File: src/rtl/dunit_pkg.sv
// Shared constants and state encoding for the debug-unit execution controller.
package dunit_pkg;

  // UART command bytes understood while the controller is idle
  localparam logic [7:0] CMD_LOAD = 8'h4C;  // 'L'
  localparam logic [7:0] CMD_CONT = 8'h43;  // 'C'
  localparam logic [7:0] CMD_STEP = 8'h53;  // 'S'

  // Instruction word that terminates a program load
  localparam logic [31:0] HALT_WORD = 32'hFFFF_FFFF;

  // Controller states
  typedef enum logic [2:0] {
    IDLE    = 3'd0,
    LOAD    = 3'd1,
    LOAD_WR = 3'd2,
    RUN     = 3'd3,
    STEP    = 3'd4
  } state_t;

endpackage

File: src/rtl/dunit_word_assembler.sv
// Collects UART bytes MSB-first into instruction words.
// o_word/o_word_valid are presented combinationally in the same cycle as the
// completing byte so the controller can register the write one cycle later.
module dunit_word_assembler #(
  parameter int NB_REG  = 32,
  parameter int NB_BYTE = 8
) (
  input  logic               i_clk,
  input  logic               i_reset,
  input  logic               i_clear,
  input  logic               i_en,
  input  logic               i_valid,
  input  logic [NB_BYTE-1:0] i_byte,
  output logic [NB_REG-1:0]  o_word,
  output logic               o_word_valid
);

  // Only the lower three bytes need storing; the fourth arrives live.
  logic [NB_REG-NB_BYTE-1:0] r_shift;
  logic [1:0]                r_cnt;
  logic [NB_REG-1:0]         w_word;
  logic                      w_take;

  // Form the candidate word and detect the completing (4th) byte
  always_comb begin
    w_word = {r_shift, i_byte};
    if (i_en && i_valid) begin
      w_take = 1'b1;
    end else begin
      w_take = 1'b0;
    end
    if (w_take && (r_cnt == 2'd3)) begin
      o_word_valid = 1'b1;
    end else begin
      o_word_valid = 1'b0;
    end
  end

  assign o_word = w_word;

  // Shift register and byte counter; count wraps to 0 after the 4th byte
  always_ff @(posedge i_clk) begin
    if (i_reset || i_clear) begin
      r_shift <= '0;
      r_cnt   <= 2'd0;
    end else if (w_take) begin
      r_shift <= w_word[NB_REG-NB_BYTE-1:0];
      r_cnt   <= r_cnt + 2'd1;
    end
  end

endmodule

File: src/rtl/dunit_exec_ctrl.sv
// Debug-unit controller: loads programs into instruction memory from a UART
// byte stream and gates the pipeline clock for continuous or single-step runs.
module dunit_exec_ctrl
  import dunit_pkg::*;
#(
  parameter int                NB_REG    = 32,
  parameter int                NB_WIDHT  = 9,
  parameter int                NB_BYTE   = 8,
  parameter logic [NB_REG-1:0] HALT_WORD = dunit_pkg::HALT_WORD
) (
  input  logic                i_clk,
  input  logic                i_reset,
  input  logic [NB_BYTE-1:0]  i_rx_data,
  input  logic                i_rx_valid,
  input  logic                i_halt,
  output logic                o_dunit_clk_en,
  output logic                o_dunit_w_en,
  output logic [NB_WIDHT-1:0] o_dunit_addr,
  output logic [NB_REG-1:0]   o_dunit_data,
  output logic                o_pipe_reset,
  output logic                o_load_done,
  output logic                o_err,
  output logic                o_halted
);

  // Highest word-aligned address and the per-word address increment
  localparam logic [NB_WIDHT-1:0] ADDR_LAST = {{(NB_WIDHT-2){1'b1}}, 2'b00};
  localparam logic [NB_WIDHT-1:0] ADDR_STEP = NB_WIDHT'(4);

  state_t              r_state;
  logic [NB_WIDHT-1:0] r_addr;       // address of the word being assembled
  logic [NB_WIDHT-1:0] r_wr_addr;    // address presented to memory
  logic [NB_REG-1:0]   r_wr_data;    // data presented to memory
  logic                r_w_en;
  logic                r_clk_en;
  logic                r_pipe_reset;
  logic                r_load_done;
  logic                r_err;
  logic                r_halted;

  logic                w_asm_clear;
  logic                w_asm_en;
  logic [NB_REG-1:0]   w_word;
  logic                w_word_valid;

  // Assembler control: cleared by a load command, fed only while loading
  always_comb begin
    if ((r_state == IDLE) && i_rx_valid && (i_rx_data == CMD_LOAD)) begin
      w_asm_clear = 1'b1;
    end else begin
      w_asm_clear = 1'b0;
    end
    if ((r_state == LOAD) || (r_state == LOAD_WR)) begin
      w_asm_en = 1'b1;
    end else begin
      w_asm_en = 1'b0;
    end
  end

  dunit_word_assembler #(
    .NB_REG  (NB_REG),
    .NB_BYTE (NB_BYTE)
  ) u_word_asm (
    .i_clk        (i_clk),
    .i_reset      (i_reset),
    .i_clear      (w_asm_clear),
    .i_en         (w_asm_en),
    .i_valid      (i_rx_valid),
    .i_byte       (i_rx_data),
    .o_word       (w_word),
    .o_word_valid (w_word_valid)
  );

  // Main FSM with address counter, sticky flags and registered strobes
  always_ff @(posedge i_clk) begin
    if (i_reset) begin
      r_state      <= IDLE;
      r_addr       <= '0;
      r_wr_addr    <= '0;
      r_wr_data    <= '0;
      r_w_en       <= 1'b0;
      r_clk_en     <= 1'b0;
      r_pipe_reset <= 1'b0;
      r_load_done  <= 1'b0;
      r_err        <= 1'b0;
      r_halted     <= 1'b0;
    end else begin
      // One-cycle strobes default low every cycle
      r_w_en       <= 1'b0;
      r_clk_en     <= 1'b0;
      r_pipe_reset <= 1'b0;
      r_load_done  <= 1'b0;
      case (r_state)
        IDLE: begin
          if (i_rx_valid) begin
            case (i_rx_data)
              CMD_LOAD: begin
                r_err    <= 1'b0;
                r_halted <= 1'b0;
                r_addr   <= '0;
                r_state  <= LOAD;
              end
              CMD_CONT: begin
                if (!r_halted) begin
                  r_clk_en <= 1'b1;
                  r_state  <= RUN;
                end
              end
              CMD_STEP: begin
                if (!r_halted) begin
                  r_clk_en <= 1'b1;
                  r_state  <= STEP;
                end
              end
              default: begin
                r_state <= IDLE;
              end
            endcase
          end
        end
        LOAD: begin
          // Latch address and data together so they stay stable after the write
          if (w_word_valid) begin
            r_w_en    <= 1'b1;
            r_wr_addr <= r_addr;
            r_wr_data <= w_word;
            r_state   <= LOAD_WR;
          end
        end
        LOAD_WR: begin
          if (r_wr_data == HALT_WORD) begin
            r_load_done  <= 1'b1;
            r_pipe_reset <= 1'b1;
            r_state      <= IDLE;
          end else if (r_addr == ADDR_LAST) begin
            r_err   <= 1'b1;
            r_state <= IDLE;
          end else begin
            r_addr  <= r_addr + ADDR_STEP;
            r_state <= LOAD;
          end
        end
        RUN: begin
          // A sampled halt freezes the pipeline from the next cycle on
          if (i_halt) begin
            r_halted <= 1'b1;
            r_state  <= IDLE;
          end else begin
            r_clk_en <= 1'b1;
          end
        end
        STEP: begin
          if (i_halt) begin
            r_halted <= 1'b1;
          end
          r_state <= IDLE;
        end
        default: begin
          r_state <= IDLE;
        end
      endcase
    end
  end

  assign o_dunit_clk_en = r_clk_en;
  assign o_dunit_w_en   = r_w_en;
  assign o_dunit_addr   = r_wr_addr;
  assign o_dunit_data   = r_wr_data;
  assign o_pipe_reset   = r_pipe_reset;
  assign o_load_done    = r_load_done;
  assign o_err          = r_err;
  assign o_halted       = r_halted;

endmodule
File: config.mk
export PLATFORM = sky130hd
export DESIGN_NAME = dunit_exec_ctrl
export DESIGN_NICKNAME = d
export VERILOG_FILES = /design/src/rtl/dunit_pkg.sv /design/src/rtl/dunit_word_assembler.sv /design/src/rtl/dunit_exec_ctrl.sv
export SDC_FILE = /design/constraint.sdc
export NUM_CORES = 1
export LEC_CHECK = 0
export BUFFER_PORTS_ARGS = -buffer_cell sky130_fd_sc_hd__clkbuf_2
export CAP_MARGIN = 0
export CORE_MARGIN = 2
export CORE_UTILIZATION = 40
export CTS_BUF_LIST = sky130_fd_sc_hd__clkbuf_2
export DETAILED_ROUTE_END_ITERATION = 16
export SLEW_MARGIN = 20
export SYNTH_ARGS = -nofsm -noshare
export SYNTH_HDL_FRONTEND = slang
export SYNTH_SLANG_ARGS = --single-unit
File: constraint.sdc
create_clock -name i_clk -period 2.25 [get_ports i_clk]
set_input_delay 0.3375 -clock i_clk [delete_from_list [all_inputs] [get_ports i_clk]]
set_output_delay 0.3375 -clock i_clk [all_outputs]
set_load 0.01 [all_outputs]
==> flow_metrics.py <==
metrics = {
    "floorplan": {
        "fp.dieH_um": 93.8,
        "io_pins": 59,
        "die_area_mm2": 0.00879,
        "fp.dieW_um": 93.8,
        "num_rows": 32,
        "start_util_pct": 41.5,
        "coreArea_mm2": 0.00777,
    },
    "power": {
        "seq_power_share_pct": 61.0,
        "combPwrFrac_pct": 4.4,
        "p_clk_share_pct": 34.5,
        "power_density_mw_per_mm2": 639,
        "p_switching_mw": 0.536,
        "p_int_mw": 1.82,
        "leakage_nw": 1.38,
        "ir_drop_v": 0.000275,
        "switching_share_pct": 22.8,
    },
    "worst_hold_path": {
        "worst_hold_path.endpoint": "u_word_asm.r_shift[7]",
        "hold_path.class": "primary input to flip-flop",
        "hp-start": "i_rx_data[7]",
        "hold_depth": 3,
    },
    "routing": {
        "drc": 0,
        "vias_per_cell": 5.08,
        "drtIter0Drc": 81,
        "wl_per_cell_um": 14.4,
        "wl_um": 7340,
        "antenna_left": 0,
        "vias": 2595,
        "firstDrtPassIters": 4,
    },
    "sta": {
        "hold_viol": 0,
        "fmax_ghz": 0.512,
        "period_needed_ns": 1.95,
        "relSlewSlack_pct": 51.0,
        "setup_viol": 0,
        "hold_slack_ns": 0.0604,
        "min_period_over_period_pct": 86.9,
        "slew_violations": 0,
        "setup-tns-final_ns": 0,
        "rsz0062_at_grt": "false",
        "final.setup_skew_ns": 0.0273,
        "worst_slew_pin_slew_ns": 0.730,
    },
    "cts": {
        "cts_root_buf": "clkbuf_2",
        "cts.sinks": 80,
        "cts.reportedPaths.clkPinSlew_ns": 0.21,
        "cts-resized-gates": 0,
        "cts_buffers": 9,
        "clk_latency_ns": 0.53,
        "cts_tree": "yes",
        "htree_levels": 3,
        "cts_buffer_depth": 2,
    },
    "yosys": {
        "avgSynthCellArea_um2": 9.19,
        "seq_area_frac_synth_pct": 49.7,
        "synth_edf_count": 0,
        "synth_top_area_share_pct": 49.7,
        "ys_top_cells_by_area": "dfxtp_1 50%, mux2i_1 12%, nand2_1 6.6%",
        "syn_area_mm2": 0.00322,
        "ys_ff_latch": 80,
        "synth_area_leader_cell": "dfxtp_1",
        "synth_cell_types": 41,
        "synth_async_sr_flop_share_pct": 0,
        "yosysWarnings": 0,
        "synth_top_flop_cell": "dfxtp_1",
        "synth_cells": 351,
    },
    "setup_path": {
        "cp_slowest_cell": "dfxtp_1",
        "crit_arrival_ns": 2.41,
        "timing.rr.end": "r_addr[5]",
        "required_ns": 2.70,
        "rr_startpoint": "r_addr[2]",
        "crit_path_end_kind": "flip-flop",
        "critPathMaxStageDelay_ns": 0.38,
        "r2r_cells": 7,
        "startpoint_type": "flip-flop",
        "r2r_slack_ns": 0.30,
        "critPathMaxFanout": 5,
        "crit_chain": "ha_1 > nand3_1 > nor2_1 > ha_1 > a211oi_2 > nor2_1 > a221o_1",
        "crit_type": "flip-flop to flip-flop",
    },
    "job": {
        "cap_violations": 0,
    },
    "placed_design": {
        "numPortBuffers": 56,
        "place_inst": 495,
        "gp_congestion": 0.813,
        "dp_hpwl_um": 5190,
    },
    "finish": {
        "finalNonFillerCells": 511,
        "ff_latch_area_mm2": 0.00160,
        "antennaDiodeCount": 0,
        "nFillCells": 804,
        "multiInputGateArea_mm2": 0.00147,
        "drive_gt1_share_pct": 21.3,
        "final_nets": 420,
        "area_delta_synth_final_pct": 14.4,
    },
    "global_route": {
        "antenna_found_initial": 0,
        "grt_max_degree": 45,
        "grt_first_pass_wirelength_um": 12200,
        "grt_overflow": 0,
        "grt_pass1_vias": 2512,
        "grtUsageTotal_pct": 17.8,
    },
    "run_status": {
        "status": "complete, no violations",
    },
}
sequential cells by signal (all words and copies together) (netlist names), 2 cells and up:
register and cells:
u_word_asm.r_cnt 2, u_word_asm.r_shift 24, r_addr 7, o_dunit_addr 7, o_dunit_data 32, r_state 3
layout by cell type, fill, tap and decap left out, types with 2 or more instances in the layout:
cell,count
nor3b_2,2
nor3_1,5
nor2b_1,4
and3_1,3
nor3b_1,2
nand2_1,57
inv_1,3
a221o_1,3
conb_1,2
o22ai_1,2
mux2i_1,39
dfxtp_1,80
nand4_1,9
nand2b_1,3
nor2_1,51
a22o_1,2
nor4_1,4
xnor2_1,2
nor4bb_1,2
bufinv_16,2
a21oi_1,29
ha_1,3
clkbuf_2,66
clkinv_1,2
nand3_1,6
buf_4,8
layer usage:
| metal | vias to the layer above | wire length (µm) | GRT usage (%) |
|---|---|---|---|
| met1 | 1229 | 3640 | 23.9 |
| met4 | 0 | 138 | 7.37 |
| met5 | - | 0 | 0 |
| met3 | 12 | 266 | 4.57 |
| met2 | 45 | 3300 | 27.1 |
| li1 | 1309 | - | - |
layout make-up:
cell class / count / area share (%)
Clock inverter: 5 / 1.97
Sequential cell: 80 / 43.4
Multi-Input combinational cell: 246 / 40.0
Clock buffer: 10 / 1.36
Timing Repair Buffer: 65 / 9.50
Tap cell: 102 / 3.46
Inverter: 3 / 0.305
what timing repair did:
item / 4_1_cts / 5_1_grt
buffers inserted: 0 / 0
hold buffers: 0 / 1
hold endpoints to repair: 0 / 1
worst max-delay path by stage:
| stage | from | endpoint | slack (ns) | depth (start not counted) |
|---|---|---|---|---|
| 6_report | r_addr[2] | r_addr[5] | 0.30 | 7 |
| 3_5_place_dp | i_rx_data[5] | u_word_asm.r_shift[8] | 0.31 | 7 |
| 4_1_cts | r_addr[2] | r_addr[5] | 0.30 | 7 |
| 2_1_floorplan | r_addr[2] | r_addr[5] | 0.52 | 7 |
| 3_3_place_gp | i_rx_data[5] | u_word_asm.r_cnt[0] | 0.35 | 7 |
| 5_1_grt | r_addr[2] | r_addr[5] | 0.15 | 6 |
cells by family after synthesis:
kind of cell	Yosys count	synth area share (%)
compound gates	44	9.00
xor+xnor	2	0.543
fa+ha+maj	3	1.16
buf+inv	26	4.77
flops	80	49.7
mux	40	12.5
other cells	1	0.116
simple gates	155	22.3
synth_stat cells, types with 3 or more instances:
| cell type | n |
|---|---|
| dfxtp_1 | 80 |
| nand2_1 | 57 |
| nor2_1 | 51 |
| mux2i_1 | 39 |
| a21oi_1 | 29 |
| buf_2 | 9 |
| nand4_1 | 9 |
| clkbuf_1 | 6 |
| nand3_1 | 6 |
| nor3_1 | 5 |
| and3_1 | 4 |
| buf_4 | 4 |
| buf_6 | 4 |
| nor2b_1 | 4 |
| nor4_1 | 4 |
| a221o_1 | 3 |
| ha_1 | 3 |
| inv_1 | 3 |
| nand2b_1 | 3 |
metrics by stage:
stage	power, mW	setup WS [ns]	utilization, %	area, µm²
2_1_floorplan	1.53	0.517	-	3230
3_3_place_gp	1.57	0.348	45.8	3550
3_5_place_dp	1.57	0.305	45.8	3550
4_1_cts	2.38	0.303	47.3	3680
5_1_grt	2.46	0.145	47.5	3690
6_report	2.35	0.296	47.5	3690
power groups by stage:
stage | Clock, mW | Combinational, mW | Sequential (mW)
2_1_floorplan | 0 | 0.0700 | 1.46
3_3_place_gp | 0 | 0.102 | 1.47
3_5_place_dp | 0 | 0.103 | 1.47
4_1_cts | 0.840 | 0.104 | 1.44
5_1_grt | 0.903 | 0.115 | 1.44
6_report | 0.813 | 0.105 | 1.44
critical path, delay by kind of cell, from the launching register on:
kind	cells	cell delay, ns
AO/OA/AOI/OAI	2	0.68
adder cells (fa/ha/maj)	2	0.45
flip-flops	1	0.38
AND/OR/NAND/NOR	3	0.36
(Power assumes the default switching activity.)
